==> src/rtl/des_pkg.sv <==
// Shared DES constants: block geometry, the initial permutation table and
// reference IP / IP^-1 functions.
package des_pkg;

  localparam int DES_BLOCK_W = 64;
  localparam int DES_HALF_W  = 32;

  // Entry n (0-based) names the 1-based block bit that lands in output bit n+1.
  localparam int unsigned DES_IP_TABLE [DES_BLOCK_W] = '{
    58, 50, 42, 34, 26, 18, 10, 2,
    60, 52, 44, 36, 28, 20, 12, 4,
    62, 54, 46, 38, 30, 22, 14, 6,
    64, 56, 48, 40, 32, 24, 16, 8,
    57, 49, 41, 33, 25, 17,  9, 1,
    59, 51, 43, 35, 27, 19, 11, 3,
    61, 53, 45, 37, 29, 21, 13, 5,
    63, 55, 47, 39, 31, 23, 15, 7
  };

  // Bit 1 of the DES numbering is the vector MSB, hence the 63-n / 64-x flips.
  function automatic logic [DES_BLOCK_W-1:0] des_ip(input logic [DES_BLOCK_W-1:0] blk);
    logic [DES_BLOCK_W-1:0] o;
    o = '0;
    for (int n = 0; n < DES_BLOCK_W; n++)
      o[6'(63 - n)] = blk[6'(64 - DES_IP_TABLE[n])];
    return o;
  endfunction

  function automatic logic [DES_BLOCK_W-1:0] des_ip_inv(input logic [DES_BLOCK_W-1:0] blk);
    logic [DES_BLOCK_W-1:0] o;
    o = '0;
    for (int n = 0; n < DES_BLOCK_W; n++)
      o[6'(64 - DES_IP_TABLE[n])] = blk[6'(63 - n)];
    return o;
  endfunction

endpackage

==> src/rtl/des_initial_permutation.sv <==
// Pure wiring: DES initial permutation on a 64-bit block, MSB = DES bit 1.
module des_initial_permutation
  import des_pkg::*;
(
  input  logic [DES_BLOCK_W-1:0] block_i,
  output logic [DES_BLOCK_W-1:0] perm_o
);

  for (genvar n = 0; n < DES_BLOCK_W; n++) begin : g_bit
    assign perm_o[63-n] = block_i[64-DES_IP_TABLE[n]];
  end

endmodule

==> src/rtl/des_ip_loader.sv <==
// DES input front-end: assembles IN_W-bit beats into a 64-bit block, applies
// IP and holds L0/R0 in an output register behind a valid/ready handshake.
module des_ip_loader
  import des_pkg::*;
#(
  parameter int IN_W = 8
) (
  input  logic                      clk_i,
  input  logic                      rst_ni,
  input  logic                      clear_i,
  input  logic [IN_W-1:0]           in_data_i,
  input  logic                      in_valid_i,
  output logic                      in_ready_o,
  output logic [DES_HALF_W-1:0]     l0_o,
  output logic [DES_HALF_W-1:0]     r0_o,
  output logic                      out_valid_o,
  input  logic                      out_ready_i,
  output logic [$clog2(64/IN_W):0]  beat_cnt_o
);

  localparam int BEATS = DES_BLOCK_W / IN_W;
  localparam int CNT_W = $clog2(BEATS) + 1;
  localparam int ASM_W = (IN_W == DES_BLOCK_W) ? 1 : DES_BLOCK_W - IN_W;
  localparam logic [CNT_W-1:0] LAST_CNT = CNT_W'(BEATS - 1);

  if (!(IN_W == 8 || IN_W == 16 || IN_W == 32 || IN_W == 64)) begin : g_bad_in_w
    $error("des_ip_loader: IN_W must be 8, 16, 32 or 64");
  end

  logic [CNT_W-1:0]       cnt_q, cnt_d;
  logic [ASM_W-1:0]       asm_q, asm_d;
  logic [DES_BLOCK_W-1:0] out_q, out_d;
  logic                   out_valid_q, out_valid_d;
  logic [DES_BLOCK_W-1:0] block, perm;
  logic                   last_beat, accept, load;

  // The final beat joins the block combinationally so IP lands in one edge.
  if (IN_W == DES_BLOCK_W) begin : g_full_beat
    assign block = in_data_i;
  end else begin : g_narrow_beat
    assign block = {asm_q, in_data_i};
  end

  des_initial_permutation u_ip (
    .block_i (block),
    .perm_o  (perm)
  );

  assign last_beat  = (cnt_q == LAST_CNT);
  assign in_ready_o = !clear_i && !(last_beat && out_valid_q && !out_ready_i);
  assign accept     = in_valid_i && in_ready_o;
  assign load       = accept && last_beat;

  always_comb begin
    cnt_d       = cnt_q;
    asm_d       = asm_q;
    out_d       = out_q;
    out_valid_d = out_valid_q;
    if (clear_i) begin
      cnt_d       = '0;
      out_valid_d = 1'b0;
    end else begin
      if (accept) begin
        asm_d = block[ASM_W-1:0];
        cnt_d = last_beat ? '0 : cnt_q + 1'b1;
      end
      // A drain on the same edge as a load keeps valid high with new data.
      if (load) begin
        out_d       = perm;
        out_valid_d = 1'b1;
      end else if (out_valid_q && out_ready_i) begin
        out_valid_d = 1'b0;
      end
    end
  end

  always_ff @(posedge clk_i or negedge rst_ni) begin
    if (!rst_ni) begin
      cnt_q       <= '0;
      asm_q       <= '0;
      out_q       <= '0;
      out_valid_q <= 1'b0;
    end else begin
      cnt_q       <= cnt_d;
      asm_q       <= asm_d;
      out_q       <= out_d;
      out_valid_q <= out_valid_d;
    end
  end

  assign l0_o        = out_q[DES_BLOCK_W-1:DES_HALF_W];
  assign r0_o        = out_q[DES_HALF_W-1:0];
  assign out_valid_o = out_valid_q;
  assign beat_cnt_o  = cnt_q;

endmodule

==> config.mk <==
export PLATFORM = sky130hd
export DESIGN_NAME = des_ip_loader
export DESIGN_NICKNAME = d
export VERILOG_FILES = /design/src/rtl/des_pkg.sv /design/src/rtl/des_initial_permutation.sv /design/src/rtl/des_ip_loader.sv
export SDC_FILE = /design/constraint.sdc
export NUM_CORES = 1
export LEC_CHECK = 0
export ABC_AREA = 1
export ABC_CLOCK_PERIOD_IN_PS = 2700
export BUFFER_PORTS_ARGS = -buffer_cell sky130_fd_sc_hd__buf_2
export CORE_ASPECT_RATIO = 1.1
export CORE_UTILIZATION = 38
export DETAILED_ROUTE_END_ITERATION = 6
export PLACE_DENSITY = 0.63
export SLEW_MARGIN = 25
export SYNTH_ARGS = -nofsm -noshare
export SYNTH_HDL_FRONTEND = slang
export SYNTH_SLANG_ARGS = --single-unit
==> constraint.sdc <==
create_clock -name clk_i -period 2.7 [get_ports clk_i]
set_input_delay 0 -clock clk_i [delete_from_list [all_inputs] [get_ports clk_i]]
set_output_delay 0 -clock clk_i [all_outputs]
set_load 0.02 [all_outputs]
# After elaboration in Yosys (flattened, before gate mapping)
# Cells that the tools add are included.
totals:
  regBits: 125
  latch_bits: 0
  mem_bits_rw: 0
  romBits: 0
  input_bits: 13
  output_inout_bits: 70
  word_cells: 26
  memories: 0
classes:
  n_addsub: 1
  n_mul: 0
  div: 0
  n_lt_le_gt_ge: 0
  n_eq_ne: 1
  n_shift: 0
  mux: 6
  bitwise: 1
  reduce_logical: 13
op_table:
  columns: ["cell", "count"]
  rows:
  - ["$mux W4", 3]
  - ["$logic_and A1 B1 Y1", 6]
  - ["$add A4 B1 Y4 const B", 1]
  - ["$eq A4 B3 Y1 const B", 1]
  - ["$reduce_and A2 Y1", 2]
  - ["$logic_not A1 Y1", 3]
  - ["$mux W1", 3]
  - ["$reduce_bool A3 Y1", 1]
  - ["$reduce_bool A2 Y1", 1]
  - ["$not A1 Y1", 1]

# Depth between registers and ports, before layout
# Gate-level depths: netlist of the first run.
depth:
  word_depth: 9
  mapped_depth: 9
  ltp_nobuf: 7

# By module
# A second synthesis of the first run with hierarchy kept.
unflattened:
  hier_cells: 614
  area_unflattened_um2: 5791.8
by_module_without_submodules:
  columns: ["module", "instances", "cells_per_inst", "area_each_um2", "seq_area_each_um2"]
  rows:
  - ["des_ip_loader", 1, 550, 5311.3, 3128.0]
  - ["des_initial_permutation", 1, 64, 480.5, 0.0]

# Worst setup path after synthesis of the first run
# OpenSTA, ideal clock, no wires.
synth_timing:
  path_type: "register to register"
  startpoint: "register cnt_q[0] (netlist: beat_cnt_o[0])"
  endpoint: "register out_q[58]"
  setup_ns: 0.121
  arrival_time_ns: 1.416
  t_required_ns: 2.579
  setup_slack_ns: 1.163
  stages_incl_launch_ff: 9
  n_path_buf: 2
  synth_period_minus_slack_ns: 1.537
  cell_sequence: "dfrtp_1 > ha_1 > nand2_2 > nor2_4 > nand4_2 > buf_2 > buf_6 > nand2_1 > o21ai_1"
synth_between:
  elab_chain_len: 8
synth_lines:
  columns: ["element", "line", "rtl"]
  rows:
  - ["start: declaration", "des_ip_loader.sv:30", "logic [CNT_W-1:0] cnt_q, cnt_d;"]
  - ["start signal: assignment", "des_ip_loader.sv:84", "cnt_q <= cnt_d;"]
  - ["$eq A4 B3 Y1 (*)", "des_ip_loader.sv:49", "assign last_beat = (cnt_q == LAST_CNT);"]
  - ["$logic_and A1 B1 Y1 (2 in a row)", "des_ip_loader.sv:50", "assign in_ready_o = !clear_i && !(last_beat && out_valid_q && !out_ready_i);"]
  - ["$logic_not A1 Y1", "des_ip_loader.sv:50", null]
  - ["$logic_and A1 B1 Y1", "des_ip_loader.sv:50", null]
  - ["$logic_and A1 B1 Y1", "des_ip_loader.sv:51", "assign accept = in_valid_i && in_ready_o;"]
  - ["$logic_and A1 B1 Y1 (*)", "des_ip_loader.sv:52", "assign load = accept && last_beat;"]
  - ["$reduce_and A2 Y1 (no source line) (*)", null, null]
  - ["end signal: assignment", "des_ip_loader.sv:86", "out_q <= out_d;"]
  - ["end: declaration", "des_ip_loader.sv:32", "logic [DES_BLOCK_W-1:0] out_q, out_d;"]
# Every way passes the cells marked *; elsewhere a longest branch is shown, timed or not.
# A chain may end at the register's enable or synchronous reset.

# Worst setup path in the final report of the first run
layout_timing:
  startpoint: "register cnt_q[0] (netlist: beat_cnt_o[0])"
  endpoint: "register out_valid_q (netlist: out_valid_o)"
layout_between:
  elab_chain_len: 9
  elab_cells_between_ends: 10
  classes_between: "1 x eq/ne; 2 x mux; 7 x reduce/logical"
layout_lines:
  columns: ["element", "line", "rtl"]
  rows:
  - ["$eq A4 B3 Y1 (*)", "des_ip_loader.sv:49", null]
  - ["$logic_and A1 B1 Y1 (2 in a row)", "des_ip_loader.sv:50", null]
  - ["$logic_not A1 Y1", "des_ip_loader.sv:50", null]
  - ["$logic_and A1 B1 Y1", "des_ip_loader.sv:50", null]
  - ["$logic_and A1 B1 Y1", "des_ip_loader.sv:51", null]
  - ["$logic_and A1 B1 Y1 (*)", "des_ip_loader.sv:52", null]
  - ["$mux W1", "des_ip_loader.sv:68", "if (load) begin"]
  - ["$mux W1", "des_ip_loader.sv:59", "if (clear_i) begin"]
  - ["end signal: assignment", "des_ip_loader.sv:87", "out_valid_q <= out_valid_d;"]
  - ["end: declaration", "des_ip_loader.sv:33", "logic out_valid_q, out_valid_d;"]
# Marked as above.

==> results of run 1 <==
-- synthesized netlist by cell type, types with 2 or more instances --
| cell type | number | area share (%) |
|---|---|---|
| nand2_2 | 2 | 0.26 |
| buf_2 | 6 | 0.62 |
| dfrtp_1 | 125 | 65 |
| buf_6 | 14 | 3.3 |
| o21ai_0 | 55 | 5.7 |
| clkbuf_1 | 5 | 0.39 |
| inv_1 | 69 | 5.4 |
| o21ai_1 | 61 | 6.3 |
| nor2_1 | 3 | 0.23 |
| o21ai_2 | 5 | 0.91 |
| nand3_1 | 6 | 0.62 |
| nand2_1 | 125 | 9.7 |
-- power by group --
| group | internal, mW | switching (mW) | total [mW] |
|---|---|---|---|
| Sequential | 2.04 | 0.0854 | 2.12 |
| Clock | 1.32 | 0.746 | 2.07 |
| Combinational | 0.121 | 0.224 | 0.345 |
-- sequential cells by signal (all words and copies together) (netlist names) --
signal,count
out_q,64
asm_q,56
beat_cnt_o,4
out_valid_o,1
-- timing repair --
action                                  4_1_cts  5_1_grt
hold buffers                                 13        0
endpoints found under the setup margin        0        0
endpoints found under the hold margin        72        0
-- final timing paths --
kind	start	endpoint	slack (ns)	depth (start not counted)
worst min register to register	out_q[7]	out_q[7]	0.48	2
min in group clk_i	in_data_i[0]	out_q[39]	0.40	4
max in group asynchronous	rst_ni	out_q[37]	1.70	3
worst max register to register	beat_cnt_o[0]	out_valid_o	0.40	6
worst max-delay path	beat_cnt_o[0]	out_valid_o	0.40	6
worst min-delay path	rst_ni	out_q[56]	0.19	2
-- cell families (layout without fill, tap and decap cells) --
| group | after synthesis | in the layout |
|---|---|---|
| buffers and inverters | 95 | 199 |
| XOR/XNOR | 1 | 1 |
| AND/OR/NAND/NOR | 142 | 142 |
| adder cells (fa/ha/maj) | 1 | 1 |
| AO/OA/AOI/OAI | 123 | 123 |
| flip-flops | 125 | 125 |
-- final cells by class --
cell class              instances  area [µm²]  share of cell area (%)
well taps                     154         193                    3.21
repair buffers                100         631                    10.5
multi-input cells             267        1250                    20.8
clock buffers                  23         478                    7.96
flip-flops and latches        125        3130                    52.1
clock inverters                 7        65.1                    1.08
inverters                      69         259                    4.32
-- metrics by stage --
step / power, mW / hold slack [ns]
final: 4.53 / 0.188
after global routing: 4.78 / 0.236
after CTS: 4.62 / 0.198
after detailed placement: 2.49 / 0.0941
after global placement: 2.47 / 0.0901
after floorplan: 2.37 / -0.296
-- metal layers --
metal  track usage (%)  vias to the layer above
li1                  -                     1717
met1              20.3                     1598
met2              22.2                       58
met3              6.36                        9
met4              6.17                        0
met5                 0                        -
==> results by group, run 1 <==
Outcome
  – Outcome: completed

Final layout
  – Final instance area: 6000 µm²
  – Synth-to-Final Area Change: 24.0%
  – Most frequent cells in the layout: nand2_1, dfrtp_1, buf_2
  – Fillers: 1160
  – Utilization after layout: 49.0%
  – Nets: 594
  – Diodes inserted: 0
  – Share of cells above drive strength 1: 21.2%
  – Post-Layout Cell Count: 745

Drt
  – DRC: 0
  – Highest metal used: met4
  – WL/cell: 12.1 µm
  – Routed WL: just over 9000 µm
  – Vias: 3382
  – Wl on met1: 4400 µm
  – Routed wl met2: 4070 µm
  – Met3 WL post-DR: 485 µm
  – DRT iter0 DRCs: 180
  – Number of iterations in the first detailed-routing pass: 4
  – Final ANT Viol Nets: 0
  – Vias per inst: 4.54

Synth
  – YS warnings: 0
  – Syn Nets: 501
  – Asr flop ratio synth: 100%
  – Top FF cell, synth: dfrtp_1
  – Cell count after synthesis: 487
  – EDFF count, synth: 0
  – Area share of fa/ha/maj cells after synthesis: 0.259%
  – Mux contribution to synthesized area: 0%
  – Synth Area in XOR/XNOR: 0.181%
  – Seq cells post-synth: about 130
  – Distinct cells, synth: 23
  – Largest family of logic cells by synthesized area: compound AO/OA/AOI/OAI gates
  – Mapped cell area: 4840 µm²
  – Simple-gate share of the synthesized area: 12.0%
  – Seq/Total Area, Yosys: 64.6%
  – Syn Area/Cell: 9.94 µm²
  – Synth Area in Compound Gates: about an eighth

Timing
  – Final Setup Violations: 0
  – Worst-margin pin slew: 0.705 ns
  – Period utilization: 85.3%
  – Fin. max-slew vios: 0
  – FMAX: 434 MHz
  – Relative max-transition margin: 53.0%
  – Setup TNS: 0 ns
  – Hold Violations, Final: 0
  – Final min period: 2.30 ns
  – Clk_skew: between 0.006 and 0.007 ns
  – RSZ-0062 raised after global routing: false
  – Worst Setup Slack, final: between 0.3 and 0.4 ns

Setup path
  – WP buf/inv: 1
  – Critical Path Slowest Stage Cell: dlygate4sd3_1
  – CP required: about 3.0 ns
  – Critical path's top delay family: simple AND/OR/NAND/NOR gates
  – Worst-path fanout max: 42
  – Startpoint type of the worst setup path: flop
  – CP Capture Type: flop
  – Crit Path Class: flop to flop
  – Delay of the slowest critical-path stage: 0.58 ns
  – Worst-path cell chain: ha_1, nand2_2, nor2_4, nand4_4, o21ai_0, dlygate4sd3_1
  – Worst path arrival time: 2.64 ns

Global route
  – Vias in the first global route: roughly 3300
  – GRT Util Overall: 15.4%
  – First-pass GRT wire length: between 15000 and 20000 µm
  – Largest net degree at the start of global routing: 79
  – Initial antenna violation count: 0
  – Remaining global-route overflow: 0

CTS
  – Clock-pin slew on the worst setup and hold paths: 0.05 ns
  – CTS buffer count: 17
  – Postcts setup bufs: 0
  – CTS resizes: 0
  – Max Buffers Root-to-Sink: 2
  – CTS H-tree lvls: 4
  – Clock sink total: 125
  – Root Buffer: clkbuf_16
  – CTS tree: built
  – Worst-Skew Late Latency: 0.40 ns

Floorplan
  – Die Y: 120 µm
  – Std-Cell Rows: 42
  – Core Area: 12200 µm²
  – I/O pin total: 83
  – Die X: 110 µm
  – Die area: 13200 µm²
  – Initial Util: 39.5%

Place
  – Pre-CTS setup slack: 0.645 ns
  – Port Buffers: between 80 and 90
  – Placer Congestion: 0.737
  – DP Cell Count: ~700
  – HPWL Detailed: 5770 µm
  – Placed Area: 5330 µm²

Power and ir drop
  – PwrDens: 755 nW/µm²
  – Worst vdd ir: 0.302 mV
  – P_leak: 3.06 nW

Flow run
  – Max cap viols: 0

Worst hold path
  – Hold WC Path Type: input pin to asynchronous set/reset pin
No activity file was read; power rests on OpenSTA's default activity.
==> run 2: changes to the inputs <==
--- a/config.mk
+++ b/config.mk
@@ -6,9 +6,9 @@
 export NUM_CORES = 1
 export LEC_CHECK = 0
 export ABC_AREA = 1
-export ABC_CLOCK_PERIOD_IN_PS = 2700
 export BUFFER_PORTS_ARGS = -buffer_cell sky130_fd_sc_hd__buf_2
 export CORE_ASPECT_RATIO = 1.1
+export CORE_MARGIN = 3
 export CORE_UTILIZATION = 38
 export DETAILED_ROUTE_END_ITERATION = 6
 export PLACE_DENSITY = 0.63
==> run 2 against run 1 <==
Sequential power hardly changed. Worst hold slack worse by 0.019 ns. Non-clock buffer count unchanged. Utilization decreased by 0.31 points.
==> results by group, run 2 (same netlist as run 1, synthesis figures left out) <==
Final layout
  – Fillers: 1152
  – Synth-to-Final Area Change: 23.3%
  – Max FFs per register: 64
  – Most frequent cells in the layout: nand2_1, dfrtp_1, buf_2
  – Utilization after layout: 48.7%
  – Nets: 594
  – Top reg by flops: out_q
  – Share of cells above drive strength 1: 20.3%

Setup path
  – Worst path arrival time: 2.63 ns
  – Worst-path fanout max: 45
  – Startpoint type of the worst setup path: flop
  – CP Capture Type: flop
  – Worst reg2reg path depth: 6
  – CP required: 3.05 ns
  – Crit Path Class: flop to flop
  – Critical Path Slowest Stage Cell: dlygate4sd3_1
  – Delay of the slowest critical-path stage: ~0.59 ns
  – R2R Path Start: beat_cnt_o[0]
  – Critical path's top delay family: simple AND/OR/NAND/NOR gates
  – R2R Path End: out_valid_o
  – R2R setup slack: 0.42 ns
  – Worst-path cell chain: ha_1, nand2_2, nor2_4, nand4_4, o21ai_0, dlygate4sd3_1
  – WP buf/inv: 1

Power and ir drop
  – Net Sw Frac: about a quarter
  – Worst vdd ir: 0.350 mV
  – Seq pwr share: roughly 48%
  – PwrDens: 742 nW/µm²
  – P_leak: a little over 3 nW
  – Clock power share: 44.4%
  – Combinational fraction of design power: 7.7%
  – Internal power: ~3.4 mW
  – Psw: 1.04 mW

Drt
  – Final ANT Viol Nets: 0
  – Routed WL: 9100 µm
  – DRC: 0
  – Number of iterations in the first detailed-routing pass: 4
  – DRT iter0 DRCs: 206
  – Vias per inst: 4.55
  – Vias: 3392
  – WL/cell: between 10 and 15 µm

Place
  – Port Buffers: 82
  – Placer Congestion: ~0.73
  – HPWL Detailed: 5720 µm

Timing
  – Worst-margin pin slew: 0.734 ns
  – Relative max-transition margin: 51.1%
  – Final Setup Violations: 0
  – Hold Violations, Final: 0
  – FMAX: around 440 MHz
  – Final min period: roughly 2.3 ns
  – Clk_skew: 0.0103 ns
  – RSZ-0062 raised after global routing: false
  – Period utilization: 84.4%
  – Setup TNS: 0 ns
  – Fin. max-slew vios: 0

Floorplan
  – Core Area: 12200 µm²
  – Std-Cell Rows: 42
  – Die X: 114 µm
  – Die Y: roughly 120 µm
  – I/O pin total: 83
  – Initial Util: 39.5%
  – Die area: around 14000 µm²

Global route
  – GRT Util Overall: 14.2%
  – Most Crowded Layer GR: met2
  – Met1 Use GR: 17.9%
  – Grt met2 use: between 20 and 25%
  – Initial antenna violation count: 1
  – Vias in the first global route: approximately 3400
  – First-pass GRT wire length: around 16000 µm
  – Remaining global-route overflow: 0
  – Largest net degree at the start of global routing: 69
  – M3 GR Usage: 4.81%

CTS
  – CTS tree: built
  – Worst-Skew Late Latency: approximately 0.41 ns
  – CTS resizes: 0
  – Clock-pin slew on the worst setup and hold paths: around 0.05 ns
  – Clock sink total: 125
  – CTS buffer count: 17
  – Postcts setup bufs: 0
  – CTS H-tree lvls: 4
  – Max Buffers Root-to-Sink: 2
  – Root Buffer: clkbuf_16

Outcome
  – Outcome: completed

Flow run
  – Max cap viols: 0

Worst hold path
  – Hold WC Path Type: input pin to asynchronous set/reset pin
[run 2: through the flow]
stage               hold WS (ns)  instance area [µm²]  setup slack (ns)  cells  power (mW)
finish                     0.168                 5960             0.421    745        4.43
global route               0.258                 5960             0.156    745        4.65
CTS                        0.199                 5960             0.431    744        4.50
detailed placement         0.111                 5330             0.606    702        2.49
global placement           0.104                 5330             0.705    702        2.47
floorplan                 -0.296                 4840              1.16    487        2.37
[run 2: worst register-to-register path, cell delays in order, from the launching register on]
cell           delay, ns
dfrtp_1             0.41
ha_1                0.21
nand2_2             0.08
nor2_4              0.14
nand4_4             0.52
o21ai_0             0.27
dlygate4sd3_1       0.59
[run 2: final cells by class]
cell class / count / area, µm² / share of cell area [%]
clock buffer: 27 / 493 / 8.27
sequential: 125 / 3130 / 52.4
inverter: 69 / 259 / 4.34
timing repair buffer: 100 / 631 / 10.6
tap: 154 / 193 / 3.23
clock inverter: 2 / 10.0 / 0.168
antenna: 1 / 2.50 / 0.0420
multi-input combinational: 267 / 1250 / 20.9
[run 2: how the worst max path moves through the flow]
stage / startpoint / to / cells after the start
finish: beat_cnt_o[0] / out_valid_o / 6
global placement: beat_cnt_o[1] / out_q[4] / 7
global route: beat_cnt_o[0] / out_valid_o / 6
detailed placement: beat_cnt_o[0] / out_q[10] / 7
CTS: beat_cnt_o[0] / out_valid_o / 6
floorplan: beat_cnt_o[0] / out_q[58] / 8
[run 2: timing repair]
item,in CTS,in global routing
setup endpoints to repair,0,0
hold buffers,13,0
hold endpoints to repair,77,0
[run 2: routing by layer]
metal / vias up / share of wire (%)
met2: 67 / 46
met1: 1603 / 46
met3: 10 / 5.9
met4: 0 / 2.0
met5: - / 0
li1: 1712 / -
[run 2: power groups by stage]
stage	Combinational, mW	Sequential (mW)	Clock [mW]
6_report	0.341	2.12	1.97
5_1_grt	0.413	2.14	2.09
4_1_cts	0.352	2.12	2.02
3_5_place_dp	0.335	2.15	0
3_3_place_gp	0.324	2.15	0
2_1_floorplan	0.219	2.15	0
==> run 3: changes to the inputs <==
--- a/config.mk
+++ b/config.mk
@@ -5,7 +5,7 @@
 export SDC_FILE = /design/constraint.sdc
 export NUM_CORES = 1
 export LEC_CHECK = 0
-export ABC_AREA = 1
+export ABC_AREA = 0
 export BUFFER_PORTS_ARGS = -buffer_cell sky130_fd_sc_hd__buf_2
 export CORE_ASPECT_RATIO = 1.1
 export CORE_MARGIN = 3
==> constraint.sdc (replaced) <==
create_clock -name clk_i -period 2.1 [get_ports clk_i]
set_input_delay 0 -clock clk_i [delete_from_list [all_inputs] [get_ports clk_i]]
set_output_delay 0 -clock clk_i [all_outputs]
set_load 0.02 [all_outputs]
==> run 3 against run 2 <==
Setup slack lost 0.35 ns. Via count shrank 18%. First-iteration DRC count shrank 7.3%. Design area grew 9.5%. Sequential share of layout area shrank 4.5 points. Cell count shrank 23%. Maximum frequency grew 12%. Die area grew 3.8%. Clock-buffer cell count shrank 6. Routed wire length grew 3.3%.
==> results by group, run 3 <==
Final layout
  – Final instance area: 6530 µm²
  – Max FFs per register: 64
  – Diodes inserted: 0
  – Share of cells above drive strength 1: approximately three fifths
  – Commonest non-fill, non-tap cell in the layout: dfrtp_1
  – Utilization after layout: 51.0%
  – Nets: 420
  – Top reg by flops: out_q
  – Most frequent cells in the layout: dfrtp_1, buf_2, mux2_2, mux2_4, clkbuf_16
  – Synth-to-Final Area Change: 29.7%

Drt
  – DRT iter0 DRCs: 191
  – WL/cell: 16.3 µm
  – Vias per inst: 4.82
  – DRC: 0
  – Final ANT Viol Nets: 0
  – Vias: 2774
  – Number of iterations in the first detailed-routing pass: 4
  – Routed WL: 9410 µm

Synth
  – Area fraction of the dominant cell type after synthesis: 62.1%
  – Mapped cell area: between 5000 and 6000 µm²
  – Syn Area/Cell: around 17 µm²
  – Top cells by area, synth: dfrtp_1, mux2_4, mux2_2
  – Cell count after synthesis: approximately 290
  – Synth top cells by count: dfrtp_1, mux2_2, mux2_4, buf_6
  – Top cell type by total area after synthesis: dfrtp_1
  – Top FF cell, synth: dfrtp_1
  – Seq cells post-synth: 125
  – Syn Nets: 302
  – EDFF count, synth: 0
  – Most frequent cell after synthesis: dfrtp_1
  – Seq/Total Area, Yosys: between 60% and 70%
  – Distinct cells, synth: 29
  – YS warnings: 0
  – Asr flop ratio synth: 100%

Place
  – Port Buffers: 82
  – Placer Congestion: 0.771
  – HPWL Detailed: between 5000 and 6000 µm
  – Placed Area: 5680 µm²

CTS
  – Max Buffers Root-to-Sink: 2
  – Clock sink total: 125
  – CTS H-tree lvls: 4
  – CTS tree: built
  – Clock-pin slew on the worst setup and hold paths: ~0.050 ns
  – Root Buffer: clkbuf_16
  – CTS buffer count: 17
  – Worst-Skew Late Latency: 0.40 ns

Timing
  – Fin. max-slew vios: 0
  – Final Setup Violations: 0
  – Worst-margin pin slew: approximately 0.65 ns
  – Final min period: 2.03 ns
  – Period utilization: 96.6%
  – Hold Violations, Final: 0
  – Clk_skew: 0.00715 ns
  – Setup TNS: 0 ns
  – FMAX: 493 MHz
  – Relative max-transition margin: a little under three fifths

Setup path
  – R2R Path Start: beat_cnt_o[1]
  – Crit Path Class: flop to flop
  – Worst-path fanout max: 17
  – Worst reg2reg path depth: 6
  – CP required: 2.38 ns
  – Worst path arrival time: roughly 2.3 ns
  – R2R Path End: out_q[46]
  – CP Capture Type: flop
  – R2R setup slack: 0.07 ns
  – Startpoint type of the worst setup path: flop

Outcome
  – Outcome: completed

Flow run
  – Max cap viols: 0

Floorplan
  – Die X: 116 µm
  – I/O pin total: 83
  – Core Area: about 13000 µm²
  – Std-Cell Rows: 43
  – Initial Util: 39.3%
  – Die Y: around 130 µm
  – Die area: 14700 µm²

Global route
  – Initial antenna violation count: 0
  – Largest net degree at the start of global routing: 51
  – Remaining global-route overflow: 0
  – Vias in the first global route: between 2000 and 3000
  – First-pass GRT wire length: between 15000 and 20000 µm
  – GRT Util Overall: 13.2%

Power and ir drop
  – P_leak: 3.21 nW
  – Internal power: 5.22 mW
  – PwrDens: 1040 nW/µm²
  – Total power: 6.80 mW
  – Clock power share: 43.3%
  – Combinational fraction of design power: 10.1%
  – Net Sw Frac: 23.3%
  – Seq pwr share: a little under half
  – Psw: 1.59 mW
  – Worst vdd ir: between 0.4 and 0.5 mV

Worst hold path
  – Hold WC Path Type: input pin to asynchronous set/reset pin
## run 3: changes by cell type after synthesis, moves of 4 or more
cell,previous run,this run
nand2_1,125,2
inv_1,69,1
o21ai_1,61,0
mux2_2,0,60
mux2_4,0,60
o21ai_0,55,0
buf_6,14,7
buf_4,0,5
nand3_1,6,1
o21ai_2,5,0
a21oi_1,1,5
buf_2,6,2
clkbuf_1,5,1
## run 3: metal layers
metal	wire length, µm	vias to the layer above	track usage, %	part of all wire [%]
met5	0	-	0	0
met4	102	0	4.51	1.1
met3	474	6	4.77	5.0
met2	4450	75	19.8	47
met1	4380	1415	17.9	47
li1	-	1278	-	-
## run 3: final cells by class
type	count	area (µm²)
inverters	2	7.51
well taps	157	196
flip-flops and latches	125	3130
clock buffers	21	460
repair buffers	114	806
fillers	1088	6280
multi-input cells	146	1790
clock inverters	11	141
## run 3: worst max-delay path by stage
stage	from	to	cells after the start
after floorplan	beat_cnt_o[1]	asm_q[0]	7
after global placement	beat_cnt_o[0]	asm_q[27]	5
after detailed placement	beat_cnt_o[0]	asm_q[48]	5
after CTS	beat_cnt_o[0]	asm_q[54]	5
after global routing	beat_cnt_o[1]	out_q[30]	6
final	beat_cnt_o[1]	out_q[46]	6
## run 3: logic make-up (layout without fill, tap and decap cells)
| logic type | after synthesis | count (layout) | share of synthesized area, % |
|---|---|---|---|
| flops | 125 | 125 | 62.1 |
| simple gates | 16 | 16 | 2.24 |
| fa+ha+maj | 1 | 1 | 0.249 |
| mux | 120 | 120 | 31.3 |
| compound gates | 9 | 9 | 1.32 |
| buf+inv | 17 | 148 | 2.73 |
## run 3: per-stage QoR
stage	hold WS, ns	cells	setup slack, ns
global placement	0.00707	521	0.135
finish	0.106	576	0.0722
detailed placement	0.00364	521	0.0787
CTS	0.117	565	0.0650
global route	0.137	576	-0.00217
floorplan	-0.296	288	0.0251
## run 3: timing repair
| item | 4_1_cts | 5_1_grt |
|---|---|---|
| gates resized for setup | 0 | 2 |
| endpoints found under the setup margin | 0 | 77 |
| setup buffers | 0 | 9 |
| endpoints found under the hold margin | 98 | 0 |
| hold buffers | 12 | 0 |
## run 3: critical path, cell delays in order, from the launching register on
cell,delay [ns]
dfrtp_1,0.45
ha_4,0.19
nand3b_1,0.17
nor4_4,0.39
buf_12,0.19
buf_12,0.19
mux2_4,0.31
## run 3: power by group through the flow
stage | registers [mW] | logic, mW | clock network, mW
3_5_place_dp | 3.21 | 0.668 | 0
4_1_cts | 3.17 | 0.688 | 3.01
2_1_floorplan | 3.14 | 0.478 | 0
6_report | 3.17 | 0.689 | 2.94
5_1_grt | 3.25 | 0.758 | 3.13
3_3_place_gp | 3.19 | 0.643 | 0
